[src/rtl/piso_pkg.sv]
// Shared types and defaults for the piso_serial_tx slice.
package piso_pkg;

  localparam int unsigned DEFAULT_WIDTH = 8;

  typedef enum logic {IDLE, SHIFT} piso_state_t;

endpackage

[src/rtl/piso_bit_counter.sv]
// Loadable down-counter with a zero flag; holds at zero.
module piso_bit_counter #(
  parameter int unsigned CNT_W = 4
) (
  input  logic             clk,
  input  logic             rst_n,
  input  logic             load,
  input  logic [CNT_W-1:0] load_val,
  input  logic             dec,
  output logic             zero
);

  logic [CNT_W-1:0] count_q;
  logic [CNT_W-1:0] count_d;

  always_comb begin
    count_d = count_q;
    if (load) begin
      count_d = load_val;
    end else if (dec && (count_q != '0)) begin
      count_d = count_q - 1'b1;
    end
  end

  always_ff @(posedge clk or negedge rst_n) begin
    if (!rst_n) begin
      count_q <= '0;
    end else begin
      count_q <= count_d;
    end
  end

  assign zero = (count_q == '0);

endmodule

[src/rtl/piso_serial_tx.sv]
// Parallel-in serial-out transmitter with valid/ready load and gapless frames.
// Optional trailing even-parity bit when PISO_PARITY_EN is defined.
module piso_serial_tx
  import piso_pkg::*;
#(
  parameter int unsigned WIDTH     = DEFAULT_WIDTH,
  parameter bit          MSB_FIRST = 1'b1
) (
  input  logic             clk,
  input  logic             rst_n,
  input  logic [WIDTH-1:0] load_data,
  input  logic             load_valid,
  output logic             load_ready,
  output logic             data_out,
  output logic             out_valid,
  output logic             frame_start,
  output logic             busy
);

`ifdef PISO_PARITY_EN
  localparam int unsigned FRAME_LEN = WIDTH + 1;
`else
  localparam int unsigned FRAME_LEN = WIDTH;
`endif
  localparam int unsigned SH_W  = FRAME_LEN - 1;
  localparam int unsigned CNT_W = $clog2(FRAME_LEN + 1);
  localparam logic [CNT_W-1:0] LAST_IDX = CNT_W'(FRAME_LEN - 1);

  piso_state_t     state_q, state_d;
  logic [SH_W-1:0] shreg_q, shreg_d;
  logic            data_out_q, data_out_d;
  logic            out_valid_q, out_valid_d;
  logic            frame_start_q, frame_start_d;

  logic                 cnt_load;
  logic                 cnt_dec;
  logic                 cnt_zero;
  logic                 handshake;
  logic [WIDTH-1:0]     data_ord;
  logic [FRAME_LEN-1:0] frame_vec;

  piso_bit_counter #(
    .CNT_W(CNT_W)
  ) u_bit_counter (
    .clk     (clk),
    .rst_n   (rst_n),
    .load    (cnt_load),
    .load_val(LAST_IDX),
    .dec     (cnt_dec),
    .zero    (cnt_zero)
  );

  assign load_ready = (state_q == IDLE) || ((state_q == SHIFT) && cnt_zero);
  assign handshake  = load_valid && load_ready;

  // Whole frame is laid out so its first bit is at the top; every bit order
  // (and the parity tail) then becomes a uniform left shift.
  always_comb begin
    data_ord = '0;
    for (int unsigned i = 0; i < WIDTH; i++) begin
      data_ord[i] = MSB_FIRST ? load_data[i] : load_data[WIDTH-1-i];
    end
`ifdef PISO_PARITY_EN
    frame_vec = {data_ord, ^load_data};
`else
    frame_vec = data_ord;
`endif
  end

  always_comb begin
    state_d       = state_q;
    shreg_d       = shreg_q;
    data_out_d    = data_out_q;
    out_valid_d   = out_valid_q;
    frame_start_d = 1'b0;
    cnt_load      = 1'b0;
    cnt_dec       = 1'b0;
    if (handshake) begin
      state_d       = SHIFT;
      shreg_d       = frame_vec[SH_W-1:0];
      data_out_d    = frame_vec[FRAME_LEN-1];
      out_valid_d   = 1'b1;
      frame_start_d = 1'b1;
      cnt_load      = 1'b1;
    end else begin
      case (state_q)
        SHIFT: begin
          if (cnt_zero) begin
            state_d     = IDLE;
            data_out_d  = 1'b0;
            out_valid_d = 1'b0;
          end else begin
            data_out_d = shreg_q[SH_W-1];
            shreg_d    = shreg_q << 1;
            cnt_dec    = 1'b1;
          end
        end
        default: begin
          data_out_d  = 1'b0;
          out_valid_d = 1'b0;
        end
      endcase
    end
  end

  always_ff @(posedge clk or negedge rst_n) begin
    if (!rst_n) begin
      state_q       <= IDLE;
      shreg_q       <= '0;
      data_out_q    <= 1'b0;
      out_valid_q   <= 1'b0;
      frame_start_q <= 1'b0;
    end else begin
      state_q       <= state_d;
      shreg_q       <= shreg_d;
      data_out_q    <= data_out_d;
      out_valid_q   <= out_valid_d;
      frame_start_q <= frame_start_d;
    end
  end

  assign data_out    = data_out_q;
  assign out_valid   = out_valid_q;
  assign frame_start = frame_start_q;
  assign busy        = out_valid_q;

endmodule

[config.mk]
export PLATFORM = sky130hd
export DESIGN_NAME = piso_serial_tx
export DESIGN_NICKNAME = d
export VERILOG_FILES = /design/src/rtl/piso_pkg.sv /design/src/rtl/piso_bit_counter.sv /design/src/rtl/piso_serial_tx.sv
export SDC_FILE = /design/constraint.sdc
export NUM_CORES = 1
export LEC_CHECK = 0
export ABC_AREA = 1
export CAP_MARGIN = 30
export CORE_MARGIN = 2
export CORE_UTILIZATION = 51
export DETAILED_ROUTE_END_ITERATION = 8
export GPL_TIMING_DRIVEN = 0
export PLACE_DENSITY = 0.93
export SYNTH_ARGS = -nofsm -noshare
export SYNTH_HDL_FRONTEND = slang
export SYNTH_SLANG_ARGS = --single-unit
[constraint.sdc]
create_clock -name clk -period 2.5 [get_ports clk]
set_input_delay 0.5 -clock clk [delete_from_list [all_inputs] [get_ports clk]]
set_output_delay 0.5 -clock clk [all_outputs]
set_load 0.02 [all_outputs]
==> results of run 1 <==
cells in the mapped netlist (2+ instances only):
cell / number
nand2_1: 25
nand3_1: 22
dfrtp_1: 15
inv_1: 7
buf_6: 2
inv_2: 2
nor2_1: 2
timing repair:
action	CTS	global route
setup buffers	0	0
setup endpoints to repair	0	1
hold buffers	0	0
gates resized for setup	0	1
per-stage QoR:
step / cells / util, % / instance area, um^2
final: 116 / 68.8 / 895
after global routing: 116 / 68.8 / 895
after CTS: 116 / 68.6 / 892
after detailed placement: 112 / 66.4 / 865
after global placement: 112 / 66.4 / 865
after floorplan: 83 / - / 706
final cells by class:
type / instances / area, um^2
Sequential cell: 15 / 375
Inverter: 9 / 33.8
Timing Repair Buffer: 14 / 143
Fill cell: 112 / 407
Multi-Input combinational cell: 55 / 262
Tap cell: 15 / 18.8
Clock buffer: 3 / 22.5
Clock inverter: 1 / 5.00
Buffer: 4 / 35.0
cell families after synthesis:
kind of cell    share of synthesized area (%)
compound gates                           1.95
fa+ha+maj                                1.77
buf+inv                                  9.75
flops                                    53.2
simple gates                             33.3
path summary, 6_finish.rpt:
kind / from / end / slack [ns] / cells after the start
setup / recovery: u_bit_counter.count_q[0] / load_ready / 0.40 / 6
setup reg to reg: u_bit_counter.count_q[0] / shreg_q[4] / 1.12 / 8
min in group asynchronous: rst_n / u_bit_counter.count_q[2] / 0.61 / 1
hold / removal: shreg_q[6] / data_out / 0.49 / 2
max in group asynchronous: rst_n / busy / 1.47 / 1
hold reg to reg: shreg_q[6] / data_out / 0.49 / 2
metal layers:
| layer | share of wire [%] | global-route usage (%) |
|---|---|---|
| met5 | 0 | 0 |
| met4 | 1.0 | 7.26 |
| met3 | 4.8 | 4.89 |
| met2 | 49 | 32.8 |
| met1 | 45 | 21.4 |
sequential cells by signal (all words and copies together) (netlist names):
| register | flops |
|---|---|
| data_out | 1 |
| state_q | 1 |
| u_bit_counter.count_q | 4 |
| busy | 1 |
| shreg_q | 7 |
| frame_start | 1 |
critical path, stage by stage, from the launching register on:
cell and delay, ns:
dfrtp_1 0.40, inv_1 0.11, ha_1 0.21, nand2_2 0.10, nand2_4 0.13, buf_6 0.15, dlymetal6s2s_1 0.22
power groups by stage:
stage	Clock [mW]	Sequential, mW	Combinational (mW)
after CTS	0.139	0.385	0.455
after detailed placement	0	0.390	0.452
final	0.141	0.384	0.447
after global placement	0	0.382	0.437
after floorplan	0	0.398	0.298
after global routing	0.149	0.394	0.510
==> impl_metrics.ini, run 1 <==
[status]
status = finished clean

[global_routing]
grt_pass1_wl_um = 2010
grt_usage_pct = 18.7
antenna_found_initial = 0
grt_pass1_vias = 497
grt_remaining_overflow = 0
grt_max_degree = 16

[timing]
worst_hold_slack_ns = 0.487
rsz0062_at_grt = no
worst_slew_pin_slew_ns = 0.658
period_minus_slack_ns = 2.10
setup_ws_ns = 0.397
relSlewSlack_pct = 56.0
skew_ns = 0.00727
finalCritPeriodShare_pct = 84.1
setup_viol = 0
final_hold_viol_count = 0
max_freq_mhz = 476
drv_slew = 0
fin_setup_tns_ns = 0

[final_layout]
nNetsFinal = 114
area_growth_pct = 26.8
diodes = 0
final_cell_mix = nand2_1 (25), nand3_1 (22), dfrtp_1 (15)
drive_above_1_share_pct = 12.9
mostFrequentLayoutCell = nand2_1

[synth]
synth.avg_cell_area_um2 = 8.50
synthArstFlopShare_pct = 100
yosysTopAreaCellShare_pct = 53.2
ys_ff_latch = 15
yosys_warnings = 0
synth_cell_types = 15
synth-edff-count = 0
seq_area_frac_synth_pct = 53.2
netlist_area_um2 = 706
yosys-top-cells-area = dfrtp_1 (53%), nand3_1 (16%), nand2_1 (13%)
synth_largest_area_cell = dfrtp_1
ys.flop_type = dfrtp_1
syn_inst = 83
syn_nets = 95

[min_path]
hold_path_class = register to register

[floorplanning]
die_area_mm2 = 0.00170
core_area_mm2 = 0.00130
die_h_um = 41.2
core.rowCount = 13
pin_count = 16
start_util_pct = 54.2
die_w_um = 41.2

[clock_network]
clk_pin_slew_ns = 0.10
cts.sinks = 15
ctsRootBufferMaster = clkbuf_4
cts-htree-levels = 1
clk_latency_ns = 0.29
cts_tree = built
cts_buffers = 3
clockBufferDepth = 2

[power]
switching_share_pct = 39.4
leakage_nw = 0.480
ir_drop_uv = 546
p_total_uw = 972
power_frac_seq_pct = 39.5
p_sw_uw = 382
pwr_density_cell_mw_per_mm2 = 1090
combPwrFrac_pct = 46.0
p_clk_share_pct = 14.5
p_int_uw = 589

[detailed_routing]
drtPass1Iterations = 3
wl_um = 1360
routed_via_density = 5.09
wl_per_cell_um = 11.7
antenna_left = 0
initialDrtViolationCount = 19
drc = 0
vias = 590

[place]
dpl.hpwl_um = 996
io_buffers = 14
dp_slack_ns = 0.340
gp_congestion = 0.696

[worst_setup_path]
cp.arrival_ns = 1.60
worst_ep_required_time_ns = 2.00
start_kind = register
cp-end-kind = output port
critical_path_class = register to output port
worstPathMaxFanout = 10

[flow_run]
drv_cap = 0
No activity file was read; power rests on OpenSTA's default activity.
==> run 2, diff against run 1 <==
- CORE_UTILIZATION: 51 -> 42
- PLACE_DENSITY: 0.93 -> 0.83
- clock period: 2.5 -> 1.7 ns (I/O delays scaled with it)
==> run 2 against run 1 <==
Sequential power grew 48%. Power grew 59%. Count of clock-buffer cells in the layout grew 1. Final area grew 5.6%. Final cell count grew 5.2%. Clock skew shrank 0.0040 ns. First-iteration DRC count shrank 42%. Critical path depth shrank 1. Critical path type unchanged. Critical endpoint unchanged. Highest routed layer unchanged.
==> impl_metrics.ini, run 2 (synthesized netlist as in run 1, its figures left out) <==
[status]
status = finished clean

[timing]
finalCritPeriodShare_pct = 94.7
setup_viol = 0
worst_hold_slack_ns = 0.407
worst_slew_pin_slew_ns = 0.663
rsz0062_at_grt = no
period_minus_slack_ns = 1.61
drv_slew = 0
max_freq_mhz = 621
skew_ns = 0.00330
setup_ws_ns = 0.0894
relSlewSlack_pct = 55.7
final_hold_viol_count = 0

[global_routing]
grt_max_degree = 16
antenna_found_initial = 0
grt_remaining_overflow = 0
grt_pass1_wl_um = 2400
grt_usage_pct = 16.9
grt_pass1_vias = 549

[detailed_routing]
wl_met3_um = 73
vias = 615
wl_per_cell_um = 12.5
antenna_left = 0
drtPass1Iterations = 4
top_layer_used = met4
drc = 0
wl_met1_um = 663
wl_met2_um = 761
initialDrtViolationCount = 11
wl_um = 1520
routed_via_density = 5.04

[worst_setup_path]
critPathBufInv = 2
path_cells = inv_2, ha_2, nand2_2, nand2_4, buf_6
worstPathMaxFanout = 3
path_depth = 5
start_kind = register
cp.arrival_ns = 1.27
cp-end-kind = output port
slowest_stage = dfrtp_1
crit_path_max_incr_delay_ns = 0.41
worst_ep_required_time_ns = 1.36
reg2reg_depth = 10
critical_path_class = register to output port
cp_top_family = flip-flops

[clock_network]
cts_tree = built
cts.sinks = 15
ctsRootBufferMaster = clkbuf_4
clk_pin_slew_ns = 0.09
hold_buffers = 0
clk_latency_ns = 0.28
clockBufferDepth = 2
cts-htree-levels = 1
cts_buffers = 3

[final_layout]
n_fill_cell = 148
mostFrequentLayoutCell = nand2_1
largest_register_ffs = 7
layoutNonFillerInstCount = 122
nNetsFinal = 119
area_growth_pct = 33.9
top_register = shreg_q
top_regs = shreg_q x7, u_bit_counter.count_q x4
diodes = 0
drive_above_1_share_pct = 19.8
final_cell_mix = nand2_1 (25), nand3_1 (22), dfrtp_1 (15)

[place]
dpl.hpwl_um = 972
dp_slack_ns = -0.303
io_buffers = 14
gp_congestion = 0.727
placedCellCount = 113

[floorplanning]
start_util_pct = 45.8
core.rowCount = 14
core_area_mm2 = 0.00154
pin_count = 16
die_area_mm2 = 0.00202
die_w_um = 45.0
die_h_um = 45.0

[power]
leakage_nw = 0.500
ir_drop_uv = 969
pwr_density_cell_mw_per_mm2 = 1630
p_total_mw = 1.54

[flow_run]
drv_cap = 0

[min_path]
hold_path_class = primary input to register
holdPathStages = 3
==> run 2: area by class of cell <==
type                    instances  area (um^2)  share of cell area (%)
clock buffers                   4         26.3                    2.78
inverters                       9         33.8                    3.58
plain buffers                   3         23.8                    2.52
well taps                      16         20.0                    2.12
flip-flops and latches         15          375                    39.7
repair buffers                 20          201                    21.3
multi-input cells              55          264                    27.9
==> run 2: layer usage <==
| metal | global-route usage (%) | up-vias |
|---|---|---|
| met2 | 26.9 | 18 |
| li1 | - | 309 |
| met4 | 8.82 | 0 |
| met1 | 21.5 | 284 |
| met5 | 0 | - |
| met3 | 3.60 | 4 |
==> run 2: per-stage QoR <==
| stage | TNS (ns) | cell area [um^2] | util, % |
|---|---|---|---|
| 4_1_cts | 0 | 911 | 59.1 |
| 5_1_grt | 0 | 945 | 61.3 |
| 6_report | 0 | 945 | 61.3 |
| 3_5_place_dp | -0.303 | 866 | 56.2 |
| 2_1_floorplan | 0 | 706 | - |
| 3_3_place_gp | -0.281 | 866 | 56.2 |
==> run 2: worst paths after layout <==
check / from / slack, ns / endpoint
max: u_bit_counter.count_q[0] / 0.09 / load_ready
min: load_valid / 0.41 / shreg_q[6]
max reg2reg: u_bit_counter.count_q[0] / 0.14 / shreg_q[2]
min reg2reg: shreg_q[6] / 0.49 / data_out
max in group asynchronous: rst_n / 0.82 / shreg_q[1]
min in group asynchronous: rst_n / 0.46 / frame_start
==> run 2: worst reg2reg max path, cell delays in order (launching register included) <==
cell	delay, ns
dfrtp_1	0.41
inv_2	0.08
ha_2	0.19
nand2_2	0.09
nand2_4	0.10
buf_12	0.11
buf_4	0.15
inv_2	0.05
buf_6	0.13
nand2_1	0.06
nand3_1	0.08
==> run 2: power by group <==
group	switching, mW	internal [mW]
sequential	0.0801	0.488
combinational	0.392	0.379
clock	0.112	0.0910
total	0.584	0.958
==> run 2: repair_timing <==
action                                  4_1_cts  5_1_grt
endpoints found under the setup margin        1        2
gates cloned                                  0        0
pin swaps                                     0        0
setup buffers                                 2        4
resized for setup                             9        1
